===== src/rtl/fetch_pc_gen_if.sv =====
`default_nettype none
// ============================================================================
// Module   : fetch_pc_gen_if
// Brief    : Handshake and bus signals between the fetch PC generator, the
//            instruction memory, the predecoder and the instruction queue.
// Revision : 1.0 - initial release
// ============================================================================
interface fetch_pc_gen_if;
    logic        mispredict;
    logic [31:0] mispredict_target;
    logic        bp_valid;
    logic [31:0] bp_target;
    logic        iq_full;
    logic        imem_resp;
    logic [31:0] imem_rdata;
    logic [31:0] imem_addr;
    logic [3:0]  imem_rmask;
    logic [31:0] instruction;
    logic [31:0] pc_late;
    logic        iq_push;
    logic [15:0] drop_count;

    // Fetch unit side
    modport master (
        input  mispredict, mispredict_target, bp_valid, bp_target,
               iq_full, imem_resp, imem_rdata,
        output imem_addr, imem_rmask, instruction, pc_late, iq_push,
               drop_count
    );

    // Environment side (memory, predecoder, queue, backend)
    modport slave (
        output mispredict, mispredict_target, bp_valid, bp_target,
               iq_full, imem_resp, imem_rdata,
        input  imem_addr, imem_rmask, instruction, pc_late, iq_push,
               drop_count
    );
endinterface
`default_nettype wire


===== src/rtl/fetch_pc_gen.sv =====
`default_nettype none
// ============================================================================
// Module   : fetch_pc_gen
// Brief    : Fetch PC generator. Issues one instruction-memory request at a
//            time, forwards the response to the queue in the same cycle, and
//            discards responses made stale by a backend mispredict.
// Revision : 1.0 - initial release
// ============================================================================
module fetch_pc_gen #(
    parameter logic [31:0] RESET_PC = 32'h1eceb000
) (
    input  wire            clk,
    input  wire            rst,
    fetch_pc_gen_if.master bus
);

    // ISSUE: no request outstanding. WAIT: request outstanding, response
    // wanted. DROP: request outstanding, response to be discarded.
    localparam logic [1:0] S_ISSUE = 2'd0;
    localparam logic [1:0] S_WAIT  = 2'd1;
    localparam logic [1:0] S_DROP  = 2'd2;

    localparam logic [15:0] C_DROP_MAX = 16'hffff;

    logic [1:0]  r_state;
    logic [31:0] r_pc;
    logic [15:0] r_drop_count;

    logic [1:0]  w_state_nxt;
    logic [31:0] w_pc_nxt;
    logic [15:0] w_drop_nxt;
    logic        w_drop_inc;
    logic        w_req;
    logic        w_push;

    // State register; reset abandons any outstanding request.
    always_ff @(posedge clk or posedge rst) begin
        if (rst) begin
            r_state <= S_ISSUE;
        end else begin
            r_state <= w_state_nxt;
        end
    end

    // Next state, next PC and request/push decode; mispredict always wins
    // over the predecode redirect, which wins over sequential fetch.
    always_comb begin
        w_state_nxt = r_state;
        w_pc_nxt    = r_pc;
        w_drop_inc  = 1'b0;
        w_req       = 1'b0;
        w_push      = 1'b0;
        case (r_state)
            S_ISSUE: begin
                if (bus.mispredict) begin
                    w_pc_nxt = bus.mispredict_target;
                end else if (!bus.iq_full) begin
                    w_req       = 1'b1;
                    w_state_nxt = S_WAIT;
                end
            end
            S_WAIT: begin
                if (bus.imem_resp) begin
                    w_state_nxt = S_ISSUE;
                    if (bus.mispredict) begin
                        w_pc_nxt   = bus.mispredict_target;
                        w_drop_inc = 1'b1;
                    end else begin
                        w_push   = 1'b1;
                        w_pc_nxt = bus.bp_valid ? bus.bp_target : (r_pc + 32'd4);
                    end
                end else if (bus.mispredict) begin
                    w_pc_nxt    = bus.mispredict_target;
                    w_state_nxt = S_DROP;
                end
            end
            S_DROP: begin
                if (bus.imem_resp) begin
                    w_drop_inc  = 1'b1;
                    w_state_nxt = S_ISSUE;
                end
                if (bus.mispredict) begin
                    w_pc_nxt = bus.mispredict_target;
                end
            end
            default: begin
                w_state_nxt = S_ISSUE;
            end
        endcase
    end

    // Saturating count of discarded responses.
    always_comb begin
        w_drop_nxt = r_drop_count;
        if (w_drop_inc && (r_drop_count != C_DROP_MAX)) begin
            w_drop_nxt = r_drop_count + 16'd1;
        end
    end

    // PC and drop counter registers.
    always_ff @(posedge clk or posedge rst) begin
        if (rst) begin
            r_pc         <= RESET_PC;
            r_drop_count <= 16'd0;
        end else begin
            r_pc         <= w_pc_nxt;
            r_drop_count <= w_drop_nxt;
        end
    end

    // Outputs: request and push are gated by rst so nothing leaks out while
    // reset is held; instruction reads as zero when not pushing so the
    // predecoder never sees a branch opcode.
    always_comb begin
        bus.imem_addr   = r_pc;
        bus.pc_late     = r_pc;
        bus.imem_rmask  = (w_req && !rst) ? 4'hf : 4'h0;
        bus.iq_push     = w_push && !rst;
        bus.instruction = (w_push && !rst) ? bus.imem_rdata : 32'h0;
        bus.drop_count  = r_drop_count;
    end

endmodule
`default_nettype wire


===== src/flat_wrapper.sv =====
// flat-port wrapper written by rule: the top's interface ports become plain ports
module fetch_pc_gen_flat 
#(
    parameter logic [31:0] RESET_PC = 32'h1eceb000
)
  (clk, rst, bus_mispredict, bus_mispredict_target, bus_bp_valid, bus_bp_target, bus_iq_full, bus_imem_resp, bus_imem_rdata, bus_imem_addr, bus_imem_rmask, bus_instruction, bus_pc_late, bus_iq_push, bus_drop_count);
  fetch_pc_gen_if bus_i ();
  input  wire clk;
  input  wire rst;
  input wire logic [$bits(bus_i.mispredict)-1:0] bus_mispredict;
  input wire logic [$bits(bus_i.mispredict_target)-1:0] bus_mispredict_target;
  input wire logic [$bits(bus_i.bp_valid)-1:0] bus_bp_valid;
  input wire logic [$bits(bus_i.bp_target)-1:0] bus_bp_target;
  input wire logic [$bits(bus_i.iq_full)-1:0] bus_iq_full;
  input wire logic [$bits(bus_i.imem_resp)-1:0] bus_imem_resp;
  input wire logic [$bits(bus_i.imem_rdata)-1:0] bus_imem_rdata;
  output wire logic [$bits(bus_i.imem_addr)-1:0] bus_imem_addr;
  output wire logic [$bits(bus_i.imem_rmask)-1:0] bus_imem_rmask;
  output wire logic [$bits(bus_i.instruction)-1:0] bus_instruction;
  output wire logic [$bits(bus_i.pc_late)-1:0] bus_pc_late;
  output wire logic [$bits(bus_i.iq_push)-1:0] bus_iq_push;
  output wire logic [$bits(bus_i.drop_count)-1:0] bus_drop_count;
  assign bus_i.mispredict = bus_mispredict;
  assign bus_i.mispredict_target = bus_mispredict_target;
  assign bus_i.bp_valid = bus_bp_valid;
  assign bus_i.bp_target = bus_bp_target;
  assign bus_i.iq_full = bus_iq_full;
  assign bus_i.imem_resp = bus_imem_resp;
  assign bus_i.imem_rdata = bus_imem_rdata;
  assign bus_imem_addr = bus_i.imem_addr;
  assign bus_imem_rmask = bus_i.imem_rmask;
  assign bus_instruction = bus_i.instruction;
  assign bus_pc_late = bus_i.pc_late;
  assign bus_iq_push = bus_i.iq_push;
  assign bus_drop_count = bus_i.drop_count;
  fetch_pc_gen #(.RESET_PC(RESET_PC)) u_core (.clk(clk), .rst(rst), .bus(bus_i));
endmodule

===== config.mk =====
export PLATFORM = sky130hd
export DESIGN_NAME = fetch_pc_gen_flat
export DESIGN_NICKNAME = d
export VERILOG_FILES = /design/src/rtl/fetch_pc_gen_if.sv /design/src/rtl/fetch_pc_gen.sv /design/src/flat_wrapper.sv
export SDC_FILE = /design/constraint.sdc
export NUM_CORES = 1
export LEC_CHECK = 0
export BUFFER_PORTS_ARGS = -buffer_cell sky130_fd_sc_hd__buf_2
export CORE_UTILIZATION = 42
export CTS_BUF_LIST = sky130_fd_sc_hd__clkbuf_8
export DETAILED_ROUTE_END_ITERATION = 7
export GPL_TIMING_DRIVEN = 0
export PLACE_DENSITY = 0.76
export SYNTH_ARGS = -nofsm -noshare
export SYNTH_HDL_FRONTEND = slang
export SYNTH_SLANG_ARGS = --single-unit

===== constraint.sdc =====
create_clock -name clk -period 2.05 [get_ports clk]
set_input_delay 0.1025 -clock clk [delete_from_list [all_inputs] [get_ports clk]]
set_output_delay 0.1025 -clock clk [all_outputs]
set_load 0.005 [all_outputs]

==> impl_metrics.yaml, run 1 <==
synthesis:
  synthTopCellsByArea: "dfrtp_1 (24%), dfstp_2 (7.8%), buf_4 (6.5%)"
  synth_top_area_share_pct: 23.5
  synth_edf_count: 0
  synth.most_common_cell: "nand2_1"
  synth_nets: 605
  yosysTopAreaCell: "dfrtp_1"
  netlist_area_sq_mm: 0.00404
  yosysSeqAreaShare_pct: 31.3
  synth.avg_cell_area_sq_um: 8.13
  ys_types: 69
  ys_warn_count: 0
  ys_ff_latch: 50
  syn_inst: 497
  async_flop_share_pct: 100
  synth-main-ff-cell: "dfrtp_1"
  synth_common_cells: "nand2_1 (39), dfrtp_1 (38), nor2_1 (36)"
global_routing:
  track_usage_pct: 30.7
  grt_max_degree: 31
  grt_pass1_vias: 4717
  antenna_found_initial: 0
  grt_pass1_wl_mm: 23.8
  gr-total-overflow: 0
drt:
  drtIter0Drc: 415
  remaining_drc_errors: 0
  via_per_inst: 5.65
  ant_nets: 0
  firstDrtPassIters: 5
  vias: 4974
  drt_wl_total_mm: 15.9
  routedWlPerCell_um: 18.0
cts:
  h-tree-depth: 2
  clkTransAtPathRegs_ns: 0.11
  cts_tree: "yes"
  cts.sinks: 50
  root_buffer: "clkbuf_8"
  insertion_delay_ns: 0.32
  clockBufferDepth: 2
  cts-buffers-inserted: 5
timing:
  post-route-min-period_ns: 2.19
  whs_ns: 0.0234
  fin_worst_skew_ns: 0.0155
  setup_ws_ns: -0.136
  tns_ns: -0.631
  finalHoldViolations: 0
  slew_headroom_pct: 15.9
  setup_viol: 10
  max_freq_mhz: 458
  rsz0062_at_grt: "yes"
  timing.final.crit_share_pct: 107
  worst_slew_pin_slew_ns: 1.26
  slew_violations: 0
placed_design:
  place_congestion: 0.927
  dp_slack_ns: -0.657
  numPlacedInstances: 843
  dp_hpwl_mm: 11.3
  place_area_sq_mm: 0.00535
  portBuffers: 216
setup_path:
  cp-start-kind: "flop"
  critPathLaunch: "u_core.r_state[0]"
  slowest_delay_ns: 0.54
  critPathArrivalTime_ns: 2.39
  path_max_fanout: 5
  r2r_cells: 9
  required_ns: 2.26
  crit_path_cell_trace: "buf_6 -> inv_6 -> ha_4 -> or4b_1 -> clkbuf_8 -> nor2_4 -> a21oi_2 -> and4bb_2 -> nor3_1"
  crit_path_end_kind: "flop"
  critical_path_class: "reg -> reg"
  r2r-start: "u_core.r_state[0]"
  crit_slowest_cell: "or4b_1"
power:
  p_int_uw: 3630
  p_switching_uw: 2570
  power_leakage_uw: 0.00300
  swShare_pct: 41.4
  power.density_mw_per_mm2: 1020
  seqPwrFrac_pct: 30.1
  pwr-share-clk_pct: 13.8
  ir_drop_mv: 0.531
  power_frac_comb_pct: 56.0
finish:
  fillers: 856
  antenna_cells: 0
  nNetsFinal: 858
  layout.area.seq_sq_mm: 0.00127
  area_delta_synth_final_pct: 50.8
  design_area_sq_mm: 0.00609
  multiInputGateArea_sq_mm: 0.00262
  fin_cells: 880
  drive_gt1_share_pct: 50.7
die:
  fp.coreArea_sq_mm: 0.00928
  die_y_um: 100
  floorplan.initialDensity_pct: 43.5
  dieArea_sq_mm: 0.0100
  rows: 35
  die_x_um: 100
  ioPinCount: 219
flow_run:
  maxCapViolCount: 0
worst_hold_path:
  hp-class: "in -> reg"
  hold_start: "bus_mispredict_target[18]"
  holdPathStages: 3
outcome:
  outcome: "complete, but fails checks"
  violations: "negative setup slack"
-- worst paths after layout --
kind | slack (ns) | to
max | -0.14 | u_core.bus.imem_addr[31]
min reg2reg | 0.52 | u_core.bus.drop_count[13]
min in group asynchronous | 0.49 | u_core.bus.imem_addr[25]
min | 0.02 | u_core.bus.imem_addr[18]
max reg2reg | -0.14 | u_core.bus.imem_addr[31]
max in group asynchronous | 0.72 | u_core.bus.imem_addr[13]
-- cell type report --
class                      count  area share, %
clock inverter                 3           1.13
multi-input combinational    366           43.0
buffer                        57           6.61
sequential                    50           20.8
tap                          129           2.65
timing repair buffer         253           23.5
clock buffer                   5           1.13
inverter                      17           1.17
-- cells by family (layout without fill, tap and decap cells) --
| logic type | after synthesis | after routing | share of synthesized area [%] |
|---|---|---|---|
| adders and majority gates | 6 | 6 | 1.86 |
| and+or+nand+nor | 212 | 212 | 29.2 |
| muxes | 10 | 10 | 2.57 |
| xor gates and xnor gates | 14 | 14 | 3.03 |
| DFF | 50 | 50 | 31.3 |
| buffers and inverters | 81 | 335 | 11.6 |
| AOI/OAI and AO/OA | 124 | 124 | 20.3 |
-- layer usage --
layer / track usage, % / vias to the layer above / routed length (um)
li1: - / 2298 / -
met1: 36.3 / 2330 / 6210
met2: 55.7 / 309 / 7880
met3: 5.29 / 37 / 1330
met4: 11.4 / 0 / 445
met5: 0 / - / 0
-- repair_timing --
item / 4_1_cts / 5_1_grt
setup endpoints to repair: 38 / 58
resized for setup: 38 / 58
pin swaps: 20 / 20
hold buffers: 5 / 0
endpoints found under the hold margin: 9 / 0
buffers inserted: 20 / 11
-- per-stage QoR --
stage / power (uW) / util, %
after floorplan: 3390 / -
after global routing: 6570 / 65.6
after CTS: 5790 / 62.5
after detailed placement: 4530 / 57.6
final: 6200 / 65.6
after global placement: 4450 / 57.4
-- power groups by stage --
stage | Clock [uW] | Sequential (uW) | Combinational, uW
final | 858 | 1870 | 3470
after global placement | 0 | 1820 | 2630
after global routing | 900 | 1920 | 3750
after CTS | 874 | 1840 | 3080
after detailed placement | 0 | 1850 | 2670
after floorplan | 0 | 1740 | 1650
-- worst max-delay path: cells and delay by family, from the launching register on --
kind                     cells  cell delay (ns)
AND/OR/NAND/NOR              4             1.08
flip-flops                   1             0.40
buffers and inverters        3             0.34
adder cells (fa/ha/maj)      1             0.16
AO/OA/AOI/OAI                1             0.11
-- cell usage in the layout (no fill, tap or decap), types with 4 or more instances in the layout --
master and instances:
dlygate4sd3_1 4, o21ai_0 21, and3_1 10, dfrtp_1 35, nand2_2 4, a22oi_1 16, mux2i_1 7, buf_4 59
buf_2 220, nor2_1 33, inv_1 13, dfstp_2 12, a31oi_1 10, xnor2_1 12, nor3_1 8, and2_1 33
nand3_1 24, clkbuf_1 7, a21oi_1 25, nand2_1 34, buf_6 8, o21ai_1 4, nand4_1 17, o22ai_1 8
nor4_4 4, clkbuf_8 8
-- flip-flops by register name, summed over array words and instances (netlist names) --
| signal | count |
|---|---|
| u_core.bus.imem_addr | 32 |
| u_core.r_state | 2 |
| u_core.bus.drop_count | 16 |
Note: power is estimated with default switching activity, not from simulation.
==> inputs of run 2 (changes only) <==
- clock period: 2.05 -> 2 ns (I/O delays scaled with it)
==> impl_metrics.yaml, run 2 (synthesis gave the netlist of run 1 again) <==
outcome:
  outcome: "complete, but fails checks"
  violations: "negative setup slack"
timing:
  rsz0062_at_grt: "yes"
  setup_viol: 10
  whs_ns: 0.0126
  slew_headroom_pct: 31.6
  tns_ns: -0.427
  slew_violations: 0
  post-route-min-period_ns: 2.07
  setup_ws_ns: -0.0711
  fin_worst_skew_ns: 0.0127
  timing.final.crit_share_pct: 104
  max_freq_mhz: 483
  worst_slew_pin_slew_ns: 1.02
  finalHoldViolations: 0
cts:
  clockBufferDepth: 2
  clkTransAtPathRegs_ns: 0.11
  cts-buffers-inserted: 5
  h-tree-depth: 2
  cts.sinks: 50
  root_buffer: "clkbuf_8"
  insertion_delay_ns: 0.31
  cts_tree: "yes"
die:
  floorplan.initialDensity_pct: 43.5
  rows: 35
  ioPinCount: 219
  fp.coreArea_sq_mm: 0.00928
  dieArea_sq_mm: 0.0100
  die_x_um: 100
  die_y_um: 100
flow_run:
  maxCapViolCount: 0
setup_path:
  critPathLaunch: "u_core.bus.imem_addr[12]"
  path_max_fanout: 5
  cp.buffers_inverters: 1
  required_ns: 2.24
  slowest_delay_ns: 0.61
  crit_slowest_cell: "dfstp_2"
  crit_path_end_kind: "flop"
  cpLargestDelayFamily: "simple AND/OR/NAND/NOR gates"
  critical_path_class: "reg -> reg"
  cp-start-kind: "flop"
  crit_path_cell_trace: "nand2_4 -> or4_4 -> nor4_4 -> buf_4 -> a311oi_2 -> nor3_2"
  critPathArrivalTime_ns: 2.31
  r2r-start: "u_core.bus.imem_addr[12]"
global_routing:
  grt_pass1_vias: 4724
  track_usage_pct: 30.6
  gr-total-overflow: 0
  grt_pass1_wl_mm: 23.8
  grt_max_degree: 27
  antenna_found_initial: 0
worst_hold_path:
  hold_start: "bus_bp_target[30]"
  hp-class: "in -> reg"
finish:
  final_core_util_pct: 66.1
  design_area_sq_mm: 0.00614
  layout_common_cells: "buf_2 (219), buf_4 (68), nand2_1 (36), nor2_1 (34)"
  drive_gt1_share_pct: 51.5
  area_delta_synth_final_pct: 51.8
  largest_reg_flops: 32
  nNetsFinal: 866
  layout_commonest_cell: "buf_2"
  antenna_cells: 0
drt:
  routedWlPerCell_um: 18.0
  remaining_drc_errors: 0
  ant_nets: 0
  vias: 5122
  firstDrtPassIters: 6
  via_per_inst: 5.77
  drtIter0Drc: 449
  drt_wl_total_mm: 16.0
power:
  power_leakage_uw: 0.00303
  ir_drop_mv: 0.505
  power.density_mw_per_mm2: 1050
placed_design:
  place_area_sq_mm: 0.00535
  dp_hpwl_mm: 11.1
  place_congestion: 0.925
  portBuffers: 216
==> run 2: cell types whose count changed in the layout (fill, tap and decap cells not counted), sizes merged <==
cell      before  now
buf          291  296
clkbuf        20   23
clkinvlp       0    2
clkinv         2    1
inv           16   15
==> run 2: worst paths after layout <==
path	to	slack, ns	cells after the start
max in group asynchronous	u_core.bus.imem_addr[2]	0.63	3
min	u_core.bus.imem_addr[30]	0.01	3
max reg2reg	u_core.bus.imem_addr[31]	-0.07	6
min reg2reg	u_core.bus.drop_count[9]	0.50	1
min in group asynchronous	u_core.bus.imem_addr[14]	0.49	3
max	u_core.bus.imem_addr[31]	-0.07	6
==> run 2: per-layer routing <==
metal,track usage [%],part of all wire [%],vias to the layer above
met2,55.8,50,342
met4,10.9,2.6,0
met3,4.11,9.5,43
met1,36.8,38,2423
met5,0,0,-
li1,-,-,2314
==> run 2: cell type report <==
class / count / area (sq um)
Tap cell: 129 / 161
Sequential cell: 50 / 1270
Clock inverter: 2 / 60.1
Inverter: 17 / 70.1
Fill cell: 826 / 3150
Clock buffer: 6 / 82.6
Timing Repair inverter: 1 / 7.51
Timing Repair Buffer: 259 / 1450
Multi-Input combinational cell: 366 / 2610
Buffer: 58 / 422
==> run 2: power breakdown <==
group	switching [uW]	leakage [uW]	total (uW)	internal [uW]
Sequential	530	0.000599	1910	1380
Clock	378	0.0000714	912	534
Combinational	1720	0.00236	3610	1890
==> run 2: repair_timing <==
item | in CTS | in global routing
resized for setup | 57 | 38
buffers inserted | 16 | 23
hold buffers | 3 | 1
endpoints found under the setup margin | 76 | 33
hold endpoints to repair | 18 | 21
pin swaps | 19 | 19
cloned | 1 | 0
==> run 2: metrics by stage <==
stage	setup WS (ns)	total power, uW	instances
after global routing	-0.158	6800	888
final	-0.0711	6420	888
after detailed placement	-0.699	4640	842
after CTS	-0.0515	6010	865
after global placement	-0.661	4570	842
after floorplan	-0.0705	3480	497
==> run 2: worst reg2reg max path, stage by stage, from the launching register on <==
cell and delay (ns):
dfstp_2 0.61, nand2_4 0.08, or4_4 0.58, nor4_4 0.30, buf_4 0.17, a311oi_2 0.10, nor3_2 0.16
